`src/rtl/buart_xfifo.sv`:
```
// UART with FIFOs on both directions, start-bit glitch rejection, sticky
// framing/overflow flags and a transmit-complete indication.
module buart_xfifo #(
  parameter int FREQ_MHZ = 12,
  parameter int BAUDS    = 115200,
  parameter int RX_AW    = 3,
  parameter int TX_AW    = 3
) (
  input  logic       clk,
  input  logic       resetq,
  input  logic       rx,
  output logic       tx,
  input  logic       wr,
  input  logic [7:0] tx_data,
  output logic       busy,
  output logic       tx_idle,
  input  logic       rd,
  output logic [7:0] rx_data,
  output logic       valid,
  output logic       rx_overflow,
  output logic       rx_frame_err,
  input  logic       clr_err
);
  localparam int DIV = FREQ_MHZ * 1000000 / BAUDS;
  localparam int CW  = $clog2(DIV + 1);
  localparam logic [CW-1:0] DIV_LAST  = CW'(DIV - 1);
  localparam logic [CW-1:0] HALF_LAST = CW'(DIV / 2 - 1);

  // ---------------- transmit FIFO ----------------
  logic [7:0]     tx_mem [2**TX_AW];
  logic [TX_AW:0] tx_wp, tx_rp;
  logic           tx_empty, tx_full, tx_push, tx_pop;

  assign tx_empty = (tx_wp == tx_rp);
  assign tx_full  = (tx_wp[TX_AW-1:0] == tx_rp[TX_AW-1:0]) && (tx_wp[TX_AW] != tx_rp[TX_AW]);
  assign tx_push  = wr && !tx_full;
  assign busy     = tx_full;

  typedef enum logic [1:0] {T_GUARD, T_IDLE, T_SHIFT} tstate_t;
  tstate_t       tstate;
  logic [CW-1:0] tcnt;
  logic [3:0]    tbit;
  logic [9:0]    tshift;

  // A new frame is loaded from IDLE or straight after the stop bit, so frames abut.
  assign tx_pop = !tx_empty &&
                  ((tstate == T_IDLE) ||
                   (tstate == T_SHIFT && tcnt == DIV_LAST && tbit == 4'd9));

  always_ff @(posedge clk) begin
    if (tx_push)
      tx_mem[tx_wp[TX_AW-1:0]] <= tx_data;
  end

  always_ff @(posedge clk) begin
    if (!resetq) begin
      tx_wp <= '0;
      tx_rp <= '0;
    end else begin
      if (tx_push) tx_wp <= tx_wp + 1'b1;
      if (tx_pop)  tx_rp <= tx_rp + 1'b1;
    end
  end

  always_ff @(posedge clk) begin
    if (!resetq) begin
      tstate  <= T_GUARD;
      tcnt    <= '0;
      tbit    <= '0;
      tshift  <= '1;
      tx      <= 1'b1;
      tx_idle <= 1'b0;
    end else begin
      tx      <= tshift[0];
      tx_idle <= (tstate == T_IDLE) && tx_empty;
      case (tstate)
        T_GUARD: begin
          if (tcnt == DIV_LAST) begin
            tcnt <= '0;
            if (tbit == 4'd9) begin
              tbit   <= '0;
              tstate <= T_IDLE;
            end else begin
              tbit <= tbit + 1'b1;
            end
          end else begin
            tcnt <= tcnt + 1'b1;
          end
        end
        T_IDLE: begin
          if (tx_pop) begin
            tshift <= {1'b1, tx_mem[tx_rp[TX_AW-1:0]], 1'b0};
            tcnt   <= '0;
            tbit   <= '0;
            tstate <= T_SHIFT;
          end
        end
        T_SHIFT: begin
          if (tcnt == DIV_LAST) begin
            tcnt <= '0;
            if (tbit == 4'd9) begin
              tbit <= '0;
              if (tx_pop)
                tshift <= {1'b1, tx_mem[tx_rp[TX_AW-1:0]], 1'b0};
              else
                tstate <= T_IDLE;
            end else begin
              tbit   <= tbit + 1'b1;
              tshift <= {1'b1, tshift[9:1]};
            end
          end else begin
            tcnt <= tcnt + 1'b1;
          end
        end
        default: tstate <= T_IDLE;
      endcase
    end
  end

  // ---------------- receive path ----------------
  logic rx_meta, rs;

  always_ff @(posedge clk) begin
    if (!resetq) begin
      rx_meta <= 1'b1;
      rs      <= 1'b1;
    end else begin
      rx_meta <= rx;
      rs      <= rx_meta;
    end
  end

  typedef enum logic [2:0] {R_IDLE, R_START, R_DATA, R_STOP, R_BREAK} rstate_t;
  rstate_t       rstate;
  logic [CW-1:0] rcnt;
  logic [2:0]    rbit;
  logic [7:0]    rshift;

  logic [7:0]     rx_mem [2**RX_AW];
  logic [RX_AW:0] rx_wp, rx_rp;
  logic           rx_empty, rx_full, rx_pop, stop_sample, rx_push, rx_drop, frame_bad;

  assign rx_empty    = (rx_wp == rx_rp);
  assign rx_full     = (rx_wp[RX_AW-1:0] == rx_rp[RX_AW-1:0]) && (rx_wp[RX_AW] != rx_rp[RX_AW]);
  assign rx_pop      = rd && !rx_empty;
  assign stop_sample = (rstate == R_STOP) && (rcnt == DIV_LAST);
  // A full FIFO still takes the byte when the head is popped in the same cycle.
  assign rx_push     = stop_sample && rs && (!rx_full || rd);
  assign rx_drop     = stop_sample && rs && rx_full && !rd;
  assign frame_bad   = stop_sample && !rs;
  assign rx_data     = rx_mem[rx_rp[RX_AW-1:0]];
  assign valid       = !rx_empty;

  always_ff @(posedge clk) begin
    if (rx_push)
      rx_mem[rx_wp[RX_AW-1:0]] <= rshift;
  end

  always_ff @(posedge clk) begin
    if (!resetq) begin
      rx_wp        <= '0;
      rx_rp        <= '0;
      rx_overflow  <= 1'b0;
      rx_frame_err <= 1'b0;
    end else begin
      if (rx_push) rx_wp <= rx_wp + 1'b1;
      if (rx_pop)  rx_rp <= rx_rp + 1'b1;
      if (clr_err) begin
        rx_overflow  <= 1'b0;
        rx_frame_err <= 1'b0;
      end else begin
        if (rx_drop)   rx_overflow  <= 1'b1;
        if (frame_bad) rx_frame_err <= 1'b1;
      end
    end
  end

  always_ff @(posedge clk) begin
    if (!resetq) begin
      rstate <= R_IDLE;
      rcnt   <= '0;
      rbit   <= '0;
      rshift <= '0;
    end else begin
      case (rstate)
        R_IDLE: begin
          if (!rs) begin
            rcnt   <= '0;
            rstate <= R_START;
          end
        end
        R_START: begin
          if (rcnt == HALF_LAST) begin
            rcnt   <= '0;
            rbit   <= '0;
            rstate <= rs ? R_IDLE : R_DATA;
          end else begin
            rcnt <= rcnt + 1'b1;
          end
        end
        R_DATA: begin
          if (rcnt == DIV_LAST) begin
            rcnt   <= '0;
            rshift <= {rs, rshift[7:1]};
            rbit   <= rbit + 1'b1;
            if (rbit == 3'd7) rstate <= R_STOP;
          end else begin
            rcnt <= rcnt + 1'b1;
          end
        end
        R_STOP: begin
          if (rcnt == DIV_LAST) begin
            rcnt   <= '0;
            rstate <= rs ? R_IDLE : R_BREAK;
          end else begin
            rcnt <= rcnt + 1'b1;
          end
        end
        R_BREAK: begin
          if (rs) rstate <= R_IDLE;
        end
        default: rstate <= R_IDLE;
      endcase
    end
  end
endmodule

```
`config.mk`:
```
export PLATFORM = sky130hd
export DESIGN_NAME = buart_xfifo
export DESIGN_NICKNAME = d
export VERILOG_FILES = /design/src/rtl/buart_xfifo.sv
export SDC_FILE = /design/constraint.sdc
export NUM_CORES = 1
export LEC_CHECK = 0
export ABC_AREA = 1
export BUFFER_PORTS_ARGS = -buffer_cell sky130_fd_sc_hd__buf_2
export CORE_ASPECT_RATIO = 0.8
export CORE_MARGIN = 3
export CORE_UTILIZATION = 50
export CTS_CLUSTER_DIAMETER = 40
export DETAILED_ROUTE_END_ITERATION = 10
export PLACE_DENSITY = 0.72
export SLEW_MARGIN = 20
export SYNTH_ARGS = -nofsm -noshare
export SYNTH_HDL_FRONTEND = slang
export SYNTH_SLANG_ARGS = --single-unit
```
`constraint.sdc`:
```
create_clock -name clk -period 3.1 [get_ports clk]
set_clock_uncertainty 0.05 [all_clocks]
set_input_delay 0.155 -clock clk [delete_from_list [all_inputs] [get_ports clk]]
set_output_delay 0.155 -clock clk [all_outputs]
set_load 0.03 [all_outputs]
```
Word-level counts from Yosys, hierarchy flattened
Memory sizes are Yosys's and may differ from the RTL's. A register that Yosys moved wholly into a read port is not among the register bits.
Cells that the tools add are included.
Widths: inputs -> output; s select.
{"block": "totals", "word_cells": 140, "latchBits": 0, "out_inout_bits": 14, "n_memories": 2, "mem_bits_rw": 128, "ff_bits": 66, "mem_bits_ro": 0}
{"block": "classes", "bitwise_logic": 1, "n_lt_le_gt_ge": 0, "shift": 0, "n_mul": 0, "add_sub_neg": 8, "n_mux": 42, "n_eq_ne": 30, "div": 0, "reduce_logical": 39}
{"memory": "rx_mem", "words": 8, "width": 8, "read_ports": 1, "rd_ports_with_merged_regs": 1, "write_ports": 1, "line_no": "139", "text": "logic [7:0] rx_mem [2**RX_AW];"}
{"memory": "tx_mem", "words": 8, "width": 8, "read_ports": 1, "rd_ports_with_merged_regs": 1, "write_ports": 1, "line_no": "30", "text": "logic [7:0] tx_mem [2**TX_AW];"}
{"operator": "$mux 3", "count": 13}
{"operator": "$mux 7", "count": 5}
{"operator": "$mux 10", "count": 3}
{"operator": "$pmux 7 s3", "count": 1}
{"operator": "$add 4x1->4 const B", "count": 5}
{"operator": "$pmux 10 s2", "count": 1}
{"operator": "$ne 2x2->1 const B", "count": 9}
{"operator": "$pmux 3 s5", "count": 1}
{"operator": "$add 7x1->7 const B", "count": 2}
{"operator": "$eq 7x7->1 const B", "count": 2}
{"operator": "$logic_and 1x1->1", "count": 14}
{"operator": "$mux 2", "count": 7}
{"operator": "$pmux 7 s2", "count": 1}
{"operator": "$mux 4", "count": 3}
{"operator": "$reduce_and 6->1", "count": 2}
{"operator": "$eq 4x4->1", "count": 2}
{"operator": "$ne 2x1->1 const B", "count": 4}
{"operator": "$pmux 4 s2", "count": 1}
{"operator": "$reduce_and 2->1", "count": 4}
{"operator": "$eq 7x6->1 const B", "count": 1}
{"operator": "$eq 3x2->1 const B", "count": 2}
{"operator": "$eq 3x3->1", "count": 2}
{"operator": "$eq 3x3->1 const B", "count": 2}
{"operator": "$logic_not 1->1", "count": 6}
{"operator": "other kinds (17)", "count": 27}

Depth between registers and ports, before layout
{"block": "logic_depth", "depth_word": 9, "mapped_depth": 11}

Worst setup path after synthesis
OpenSTA, ideal clock, no wires.
{"block": "synth_path", "path_type": "reg-to-reg", "from": "reg rcnt[0]", "to": "mem rx_mem[7][0], enable pin", "path_stages_with_launch": 8, "setup_time_ns": 0.370, "arrival_ns": 1.608, "setup_slack_ns": 1.072, "synth_period_minus_slack_ns": 2.028, "path_buffers": 0, "cell_sequence": "dfxtp_1 ha_1 nand2_1 inv_1 nand4_2 nor3_4 nand3_2 nor2_1"}
{"block": "synth_between", "elab_chain_cells": 6}
{"element": "start: declaration", "line_no": "135", "text": "logic [CW-1:0] rcnt;"}
{"element": "start signal: assignment", "line_no": "198", "text": "rcnt <= rcnt + 1'b1;"}
{"element": "start signal: assignment", "line_no": "208", "text": "rcnt <= rcnt + 1'b1;"}
{"element": "start signal: assignment", "line_no": "216", "text": "rcnt <= rcnt + 1'b1;"}
{"element": "$eq 7x7->1", "line_no": "146", "text": "assign stop_sample = (rstate == R_STOP) && (rcnt == DIV_LAST);"}
{"element": "$logic_and 1x1->1", "line_no": "146"}
{"element": "$logic_and 1x1->1 (2 in series)", "line_no": "148", "text": "assign rx_push = stop_sample && rs && (!rx_full || rd);"}
{"element": "$mux 1", "line_no": "155", "text": "if (rx_push)"}
{"element": "$mux 1 (not written as such)", "line_no": "156", "text": "rx_mem[rx_wp[RX_AW-1:0]] <= rshift;"}
{"element": "end: declaration", "line_no": "139"}
Every way passes these cells.

==> out/metrics.yaml <==
status: "finished, final reports clean"
async_flop_share_pct: 0
cts_tree: "built"
grt_usage_pct: 18.79
syn-num-nets: 898
path_max_fanout: 17
synth.avg_cell_area_um2: 9.775
fin_setup_tns_ps: 0
overflow: 0
startpoint_type: "register"
diodes: 0
grt_max_degree: 39
rr_endpoint: "rx_mem[7][1]$_DFFE_PP_"
die-area_um2: 18700
crit_path_cell_trace: "inv_1, nor2_1, o21ai_0, a31oi_1, buf_2"
p_per_area_nw_per_um2: 594.7
cap_viol_max_count: 0
start_util_pct: 51.28
syn_area_um2: 8543
clockBufferDepth: 2
final.setup.worst_slack_ps: 528.7
ys_seq_area_share_pct: 61.86
yosysWarnings: 0
stdcell_count: 1138
num_rows: 42
dp_cells: 1096
cpPeakStageDelay_ps: 730
die_width_um: 152.1
syn2layout_area_growth_pct: 11.78
fmax_mhz: 388.9
end_kind: "output port"
fin_crit_ps: 2571
p_leak_nw: 3.841
synth-main-ff-cell: "edfxtp_1"
final_core_util_pct: 57.32
worst_pin_slew_ps: 947.6
htreeDepth: 4
drc: 0
min_delay_path_depth: 3
drt_iter0_markers: 473
critPathKind: "reg -> out"
setup_violations: 0
nNetsFinal: 929
pre_cts_slack_ps: 722.8
clk_pin_slew_worst_paths_ps: 80
synth_top_area_cell: "edfxtp_1"
netlist_instances: 874
finalMaxSlewViolations: 0
place.gp.congestion: 0.8260
grt_pass1_wl_mm: 27.79
crit_slowest_cell: "dfxtp_1"
hold_path.class: "in -> reg"
design_area_um2: 9549
cts.sink_count: 200
r2r-start: "rcnt[0]$_SDFFE_PN0P_"
mostFrequentLayoutCell: "nand2_1"
firstDrtPassIters: 8
ir_drop_v: 0.0003714
multi_input_area_um2: 2880
ant_nets: 0
avgViaCountPerCell: 5.228
final_cell_mix: "nand2_1, edfxtp_1, nor2_1"
routedWlPerCell_um: 14.88
io-pin-count: 28
whs_ps: 23.80
cts_root_buffer: "clkbuf_16"
hold_violations: 0
fill_cells: 1373
first_global_vias: 5484
synth_edf_count: 128
dp_hpwl_mm: 11.11
yosys.cell_types.count: 45
postPlaceCellArea_um2: 8864
synth_seq_cells: 200
endpoint: "rx_data[1]"
maxSlewHeadroom_pct: 36.76
cp.arrival_ps: 2370
wl_mm: 16.93
fp.dieH_um: 122.9
rsz0062_at_grt: "false"
grt_antenna_before_repair: 0
total_power_mw: 5.679
synthTopCellsByArea: "edfxtp_1, dfxtp_1, nand2_1, nor2_1, nand3_1"
netlist.area_leader.share_pct: 44.99
r2r_setup_slack_ps: 720
insertion_delay_ps: 440
port_buffers: 27
drive_gt1_share_pct: 12.96
vias: 5949
r2r_cells: 7
cts_buffers: 17
core-area_um2: 16660
period_share_pct: 82.95
regArea_um2: 5285
required_ps: 2890
cts_resized: 0
-- routing by layer --
layer / share of wire [%] / global-route usage (%) / wire [um] / up-vias
met4: 1.3 / 5.559 / 222 / 0
met5: 0 / 0 / 0 / -
li1: - / - / - / 3024
met1: 49 / 27.05 / 8230 / 2749
met3: 5.6 / 4.584 / 946 / 19
met2: 44 / 28.66 / 7530 / 157
-- sequential cells by signal, summed over array words and instances (netlist names), 4 cells and up, named ones only --
signal / cells
tx_mem: 64
rcnt: 7
tx_rp: 4
rshift: 8
tshift: 10
tx_wp: 4
rx_mem: 64
tcnt: 7
tbit: 4
rx_wp: 4
rx_rp: 4
-- worst max-delay path, delay by kind of cell, from the launching register on --
family          cells  cell delay (ps)
compound gates      2              340
flops               1              730
buf+inv             2              640
simple gates        1              220
-- how the worst min path moves through the flow --
| stage | to | startpoint | slack [ps] |
|---|---|---|---|
| 3_3_place_gp | rx_meta$_SDFF_PN1_ | rx | 290 |
| 3_5_place_dp | rx_meta$_SDFF_PN1_ | rx | 290 |
| 6_report | tx_wp[1]$_SDFFE_PN0P_ | wr | 20 |
| 5_1_grt | tx_wp[1]$_SDFFE_PN0P_ | wr | 30 |
| 4_1_cts | tx_wp[1]$_SDFFE_PN0P_ | wr | 2 |
| 2_1_floorplan | tx_mem[0][0]$_DFFE_PP_ | tx_data[0] | 200 |
-- cell type report --
cell class / instances / share of cell area, %
clock buffers: 18 / 4.494
inverters: 64 / 2.542
well taps: 220 / 2.883
repair buffers: 43 / 2.935
multi-input cells: 579 / 30.16
flip-flops and latches: 200 / 55.35
clock inverters: 14 / 1.638
-- cells in the mapped netlist, drive strengths merged, types with 8 or more instances --
master	count
nor3	12
a31oi	9
inv	64
ha	10
nand2	191
edfxtp	128
nand3	79
clkbuf	22
xor2	11
dfxtp	72
nor2	127
o22ai	8
o21ai	65
a21oi	45
buf	9
-- report_power, final --
| group | switching [mW] | internal [mW] | total [mW] |
|---|---|---|---|
| sequential | 0.0676 | 2.88 | 2.95 |
| clock | 1.04 | 1.08 | 2.12 |
| combinational | 0.406 | 0.208 | 0.614 |
-- cells by family after synthesis --
group,share of synthesized area [%]
AND/OR/NAND/NOR,22.45
flip-flops,61.86
AO/OA/AOI/OAI,8.275
buffers and inverters,4.423
XOR/XNOR,1.523
adder cells (fa/ha/maj),1.465
-- what timing repair did --
action,CTS,global route
hold endpoints to repair,67,0
buffers inserted,0,0
hold buffers,10,0
Note: power is estimated with default switching activity, not from simulation.
